<file path="src/rtl/rv32_pkg.sv">
// RV32I decode constants and the decoded-instruction record shared by the ID stage.
package rv32_pkg;

  localparam logic [6:0] OPC_OP      = 7'b0110011;
  localparam logic [6:0] OPC_OP_IMM  = 7'b0010011;
  localparam logic [6:0] FUNCT7_BASE = 7'h00;
  localparam logic [6:0] FUNCT7_ALT  = 7'h20;

  typedef struct packed {
    logic [6:0]  opcode;
    logic [2:0]  funct3;
    logic [6:0]  funct7;
    logic [4:0]  rs1;
    logic [4:0]  rs2;
    logic [4:0]  rd;
    logic [31:0] imm;
    logic        rd_we;
    logic        illegal;
  } decoded_t;

endpackage

</file>
<file path="src/rtl/id_decode.sv">
// Combinational RV32I OP / OP-IMM field extraction and legality check.
module id_decode
  import rv32_pkg::*;
(
  input  logic [31:0] instr,
  output decoded_t    dec
);

  logic [6:0] opcode;
  logic [2:0] funct3;
  logic [6:0] funct7;
  logic       f7_base;
  logic       f7_alt;
  logic       illegal;

  assign opcode  = instr[6:0];
  assign funct3  = instr[14:12];
  assign funct7  = instr[31:25];
  assign f7_base = (funct7 == FUNCT7_BASE);
  assign f7_alt  = (funct7 == FUNCT7_ALT);

  always_comb begin
    illegal = 1'b1;
    case (opcode)
      OPC_OP:
        illegal = !(f7_base || (f7_alt && (funct3 == 3'b000 || funct3 == 3'b101)));
      OPC_OP_IMM: begin
        // Only the shift-immediates constrain the upper bits; the rest are plain immediates.
        case (funct3)
          3'b001:  illegal = !f7_base;
          3'b101:  illegal = !(f7_base || f7_alt);
          default: illegal = 1'b0;
        endcase
      end
      default: illegal = 1'b1;
    endcase
  end

  always_comb begin
    dec.opcode  = opcode;
    dec.funct3  = funct3;
    dec.funct7  = funct7;
    dec.rs1     = instr[19:15];
    dec.rs2     = (opcode == OPC_OP_IMM) ? 5'd0 : instr[24:20];
    dec.rd      = instr[11:7];
    dec.imm     = (opcode == OPC_OP) ? 32'd0 : {{20{instr[31]}}, instr[31:20]};
    dec.illegal = illegal;
    dec.rd_we   = !illegal && (instr[11:7] != 5'd0);
  end

endmodule

</file>
<file path="src/rtl/id_stage.sv">
// Decode stage with a one-entry valid/ready output register toward execute.
// Optional perf counters when ID_PERF_CNT_EN is defined.
module id_stage
  import rv32_pkg::*;
#(
  parameter int PC_WIDTH = 32
`ifdef ID_PERF_CNT_EN
  ,
  parameter int CNT_WIDTH = 32
`endif
) (
  input  logic                clk,
  input  logic                rst,
  input  logic                clk_en,
  input  logic                i_flush,
  input  logic                i_valid,
  output logic                o_ready,
  input  logic [31:0]         i_instr,
  input  logic [PC_WIDTH-1:0] i_pc,
  output logic                o_valid,
  input  logic                i_ready,
  output logic [PC_WIDTH-1:0] o_pc,
  output logic [6:0]          o_opcode,
  output logic [2:0]          o_funct3,
  output logic [6:0]          o_funct7,
  output logic [4:0]          o_rs1_addr,
  output logic [4:0]          o_rs2_addr,
  output logic [4:0]          o_rd_addr,
  output logic [31:0]         o_imm,
  output logic                o_rd_we,
  output logic                o_illegal
`ifdef ID_PERF_CNT_EN
  ,
  output logic [CNT_WIDTH-1:0] o_cnt_issued,
  output logic [CNT_WIDTH-1:0] o_cnt_illegal
`endif
);

  decoded_t            dec;
  decoded_t            dec_q;
  logic [PC_WIDTH-1:0] pc_q;
  logic                valid_q;
  logic                load;

  id_decode u_decode (
    .instr (i_instr),
    .dec   (dec)
  );

  assign o_ready = clk_en & ~i_flush & (~valid_q | i_ready);
  assign load    = i_valid & o_ready;

  // Flush wins over both load and drain; clk_en low freezes everything.
  always_ff @(posedge clk) begin
    if (!rst) begin
      valid_q <= 1'b0;
      dec_q   <= '0;
      pc_q    <= '0;
    end else if (clk_en) begin
      if (i_flush) begin
        valid_q <= 1'b0;
      end else if (load) begin
        valid_q <= 1'b1;
        dec_q   <= dec;
        pc_q    <= i_pc;
      end else if (i_ready) begin
        valid_q <= 1'b0;
      end
    end
  end

`ifdef ID_PERF_CNT_EN
  logic [CNT_WIDTH-1:0] cnt_issued_q;
  logic [CNT_WIDTH-1:0] cnt_illegal_q;
  logic                 xfer;

  assign xfer = valid_q & i_ready & clk_en & ~i_flush;

  always_ff @(posedge clk) begin
    if (!rst) begin
      cnt_issued_q  <= '0;
      cnt_illegal_q <= '0;
    end else if (xfer) begin
      cnt_issued_q <= cnt_issued_q + 1'b1;
      if (dec_q.illegal) cnt_illegal_q <= cnt_illegal_q + 1'b1;
    end
  end

  assign o_cnt_issued  = cnt_issued_q;
  assign o_cnt_illegal = cnt_illegal_q;
`endif

  assign o_valid    = valid_q;
  assign o_pc       = pc_q;
  assign o_opcode   = dec_q.opcode;
  assign o_funct3   = dec_q.funct3;
  assign o_funct7   = dec_q.funct7;
  assign o_rs1_addr = dec_q.rs1;
  assign o_rs2_addr = dec_q.rs2;
  assign o_rd_addr  = dec_q.rd;
  assign o_imm      = dec_q.imm;
  assign o_rd_we    = dec_q.rd_we;
  assign o_illegal  = dec_q.illegal;

endmodule

</file>
<file path="config.mk">
export PLATFORM = sky130hd
export DESIGN_NAME = id_stage
export DESIGN_NICKNAME = d
export VERILOG_FILES = /design/src/rtl/rv32_pkg.sv /design/src/rtl/id_decode.sv /design/src/rtl/id_stage.sv
export SDC_FILE = /design/constraint.sdc
export NUM_CORES = 1
export LEC_CHECK = 0
export BUFFER_PORTS_ARGS = -buffer_cell sky130_fd_sc_hd__buf_2
export CORE_MARGIN = 5
export CORE_UTILIZATION = 40
export DETAILED_ROUTE_END_ITERATION = 12
export GPL_ROUTABILITY_DRIVEN = 0
export HOLD_SLACK_MARGIN = 0.08
export PLACE_DENSITY = 0.67
export RECOVER_POWER = 50
export SYNTH_ARGS = -nofsm -noshare
export SYNTH_HDL_FRONTEND = slang
export SYNTH_HIERARCHICAL = 1
export SYNTH_SLANG_ARGS = --single-unit
</file>
<file path="constraint.sdc">
create_clock -name clk -period 3.5 [get_ports clk]
set_input_delay 1.05 -clock clk [delete_from_list [all_inputs] [get_ports clk]]
set_output_delay 1.05 -clock clk [all_outputs]
set_load 0.1 [all_outputs]
</file>
---- Word-level counts from Yosys, hierarchy flattened ----
Index checks and enable logic that the tools add are counted.
word-level totals
  flip-flop bits (word level) ............. 99
  latch bits .............................. 0
  memory bits (writable) .................. 0
  bits in read-only memories .............. 0
  bits of input ports ..................... 70
  output and inout port bits .............. 100
  logic and storage cells ................. 44
  memories ................................ 0
operators by class
  add/subtract/negate cells ............... 0
  multiply operators ...................... 0
  div/mod/pow operators ................... 0
  magnitude comparators ................... 0
  eq/ne operators ......................... 5
  shift-type cells ........................ 0
  mux-type cells .......................... 7
  bitwise gates (word level) .............. 6
  reductions and logical operators ........ 15
operators with widths
  operator                                                          count
  32-bit two-way mux                                                1
  7-bit by 6-bit == test with 1-bit output (second input constant)  2
  7-bit by 5-bit == test with 1-bit output (second input constant)  1
  7-bit zero test                                                   1
  5-bit two-way mux                                                 1
  5-bit nonzero test                                                1
  1-bit zero test                                                   4
  1-bit case mux with 2 select lines                                2
  1-bit bitwise AND                                                 3
  3-bit by 1-bit == test with 1-bit output (second input constant)  1
  3-bit == test (second input constant)                             1
  3-bit zero test                                                   1
  1-bit logical OR                                                  3
  1-bit two-way mux                                                 3
  3-bit AND reduction                                               1
  3-bit nonzero test                                                1
  1-bit logical AND                                                 2
  1-bit inverter                                                    2
  2-bit AND reduction                                               1
  1-bit bitwise OR                                                  1

---- Longest topological paths before layout ----
  depth after elaboration ................. 8
  depth in mapped cells ................... 7
  depth with buffers taken out ............ 6

---- Modules after synthesis ----
Netlist, hierarchy kept.
modules (own cells, without submodules)
  module     times used  cells each  area each (sq um)  seq. area each (sq um)
  id_stage   1           433         3936.3             1981.9
  id_decode  1           82          576.8              0.0

---- Worst setup path before layout ----
Ideal clock, no wire load.
  path kind ............................... input -> output
  start point ............................. in i_ready
  end point ............................... out o_ready
  data arrival time ....................... 3292 ps
  data required time ...................... 2450 ps
  slack ................................... -842 ps
  stages on the path ...................... 2
  buffers on the path ..................... 0
  cell sequence ........................... nor2b_1 nor3b_1
on the way
  longest elaborated chain between the ends .. 2
RTL lines
  what                RTL line        source
  start: declaration  id_stage.sv:21  input logic i_ready,
  1-bit bitwise OR    id_stage.sv:50  assign o_ready = clk_en & ~i_flush & (~valid_q | i_ready);
  1-bit bitwise AND   id_stage.sv:50
  end: declaration    id_stage.sv:17  output logic o_ready,
No other way between the ends.

---- Final worst setup path ----
  start point ............................. in i_flush
  end point ............................... reg dec_q (netlist bit o_imm[19])
on the way
  longest elaborated chain between the ends .. 5
RTL lines
  what                                      RTL line        source
  start: declaration                        id_stage.sv:15  input logic i_flush,
  1-bit inverter (no source line) (*)       n/a
  1-bit bitwise AND (2 in a row)            id_stage.sv:50
  1-bit bitwise AND                         id_stage.sv:51  assign load = i_valid & o_ready;
  3-bit AND reduction (no source line) (*)  n/a
  end signal: assignment                    id_stage.sv:57  dec_q <= '0;
  end signal: assignment                    id_stage.sv:64  dec_q <= dec;
  end: declaration                          id_stage.sv:40  decoded_t dec_q;
Every way passes the cells marked *; elsewhere a longest branch is shown, timed or not.
A chain may end at the register's enable or synchronous reset.

==> qor.csv <==
metric;value;unit
wl_per_cell;13.4;µm
crit_path_end_kind;flop;
worstSetupStartpointType;input pin;
path_cells;clkbuf_1, nor4bb_4, clkbuf_2, mux2i_1;
finClkSkew;4.67;ps
drv_cap;1;
muxShareOfSynthArea;21.7;%
grt_usage;15.1;%
critPathTopFamily;buffers and inverters;
synth-seq-cells;99;
synth_top_area_share;43.9;%
crit_fanout;54;
leakagePower;2.29;nW
yosysSeqAreaShare;43.9;%
layout_setup_ws;548;ps
status;finished with violations;
drive_above_1_share;24.7;%
async_flop_share;0;%
power_density;495;nW/µm²
critPathBufInv;2;
hpwlAfterDp;7.58;mm
required;3740;ps
cts_inserted_buffers;9;
hold_violations;0;
drt_iter0_drc;111;
start_util;41.3;%
max_stage_delay;1290;ps
ys_warn_count;6;
ir_drop;0.345;mV
die-area;13500;µm²
dpl_cell_area;5100;µm²
stdcell_area;5280;µm²
pre_cts_slack;648;ps
regToRegEndpoint;o_imm[19];
critPathArrivalTime;3190;ps
ys_types;28;
synth-simple-area-share;21.3;%
port_buffers;169;
violations;max-capacitance violations, max-slew violations;
clkSlewWorstSetupHoldPaths;60;ps
rr_worst_depth;4;
finalNetCount;690;
tightest_slew;1750;ps
synth_top_family_by_area;multiplexers;
grt_start_max_net_pins;70;
finalSetupTns;0;ps
ys.flop_type;dfxtp_1;
htreeDepth;3;
insertion_delay;330;ps
synth_commonest_cells;196 x nand2_1, 99 x dfxtp_1, 98 x mux2i_1;
grt_pass1_vias;3422;
synth_fa_ha_area_share;0;%
cts.path.max_buffers;2;
slew_headroom;-16.5;%
hold_buffers;0;
hold_depth;2;
synth_compound_area_share;0.693;%
met1_usage;18.4;%
min_period_over_period;84.3;%
hold_path.class;flop to flop;
hold_slack;452;ps
clock_sinks;99;
dr.pass1.iters;4;
synth_xor_area_share;0;%
max_freq;339;MHz
routed_wl;10.2;mm
die_y;116;µm
avgSynthCellArea;8.76;µm²
slew_violations;55;
cts_setup_buffers;0;
cts_root_buf;clkbuf_16;
synthToLayoutAreaGrowth;16.9;%
rrSetupSlack;950;ps
slowest_stage;clkbuf_2;
yosys.area.top_type;dfxtp_1;
io_pins;170;
startpoint;i_flush;
syn_nets;585;
via_per_inst;4.70;
syn_area;4510;µm²
num_vias;3587;
r2r-start;o_valid;
cts_resized;0;
path_class;input pin to flop;
synth_edf_count;0;
antenna_found_initial;0;
use_met3;5.23;%
cts_tree;yes;
rsz0062_at_grt;no;
antenna_cells;0;
setup_viol;0;
use_met2;24.0;%
core;10900;µm²
rows;38;
die_w;116;µm
cp.depth;4;
ant_nets;0;
drcViolationCount;0;
fin_crit;2950;ps
grt_pass1_wl;16.4;mm
endpoint;o_imm[19];
syn_inst;515;
top_usage_layer;met2;
synth.most_common_cell;nand2_1;
gr-total-overflow;0;
ys_top_cells_by_area;dfxtp_1 44%, mux2i_1 22%, nand2_1 16%;
[power by group]
part           internal [W]  total [W]  switching (W)  leakage, nW
combinational      0.000115   0.000533       0.000418         1.35
sequential          0.00117    0.00119      0.0000194        0.804
clock              0.000494   0.000892       0.000398        0.132
total               0.00178    0.00261       0.000835         2.29
[layout make-up]
cell class,count,area [µm²]
Tap cell,140,175
Timing Repair Buffer,176,862
Clock inverter,3,15.0
Sequential cell,99,1980
Inverter,1,3.75
Multi-Input combinational cell,333,1990
Fill cell,1073,5660
Clock buffer,12,246
[worst min-delay path by stage]
| stage | from | endpoint | slack [ps] |
|---|---|---|---|
| 2_1_floorplan | o_funct7[0] | o_funct7[0] | 890 |
| 3_3_place_gp | o_imm[11] | o_imm[11] | 440 |
| 3_5_place_dp | o_opcode[0] | o_opcode[0] | 440 |
| 4_1_cts | o_rd_addr[3] | o_rd_addr[3] | 460 |
| 5_1_grt | o_imm[29] | o_imm[29] | 470 |
| 6_report | o_imm[0] | o_imm[0] | 450 |
[worst register-to-register path, cell delays in order, from the launching register on]
cell,delay [ps]
dfxtp_1,320
nor2b_1,170
nor4bb_4,300
clkbuf_2,1290
mux2i_1,370
[per-layer routing]
layer | wire (µm) | share of wire (%) | vias to the layer above
li1 | - | - | 1817
met1 | 4310 | 42 | 1639
met2 | 4720 | 46 | 113
met3 | 933 | 9.1 | 18
met4 | 269 | 2.6 | 0
met5 | 0 | 0 | -
[sequential cells by signal, summed over array words and instances, names as in the netlist]
register    count
o_rd_we         1
o_illegal       1
o_imm          32
o_rd_addr       5
o_pc           32
o_opcode        7
o_rs1_addr      5
o_funct3        3
o_rs2_addr      5
o_funct7        7
o_valid         1
[layout by cell type (no fill, tap or decap), drive strengths merged]
cell type  count
a32oi          1
nand2        196
nand2b         2
inv            1
or4            2
nor4           1
buf          134
a21boi         1
nand3          1
a21oi          1
nor2           2
dfxtp         99
or3            1
mux2i         98
clkinv         3
o21ai          2
clkbuf        54
nor3           1
nand4          1
nor4b          1
nor3b          1
and2          12
nor2b          8
nor4bb         1
[per-stage QoR]
stage                     cells  utilization (%)  total power [W]
final                       764             48.3          0.00261
after global routing        764             48.3          0.00273
after detailed placement    749             46.6          0.00175
after global placement      749             46.6          0.00174
after CTS                   764             49.0          0.00265
after floorplan             515                -          0.00168
[cell families (layout without fill, tap and decap cells)]
kind of cell,count (synthesis),in the layout
and+or+nand+nor,230,230
buffers and inverters,83,192
AOI/OAI and AO/OA,5,5
DFF,99,99
muxes,98,98
Power figures use the tool's default switching activity.
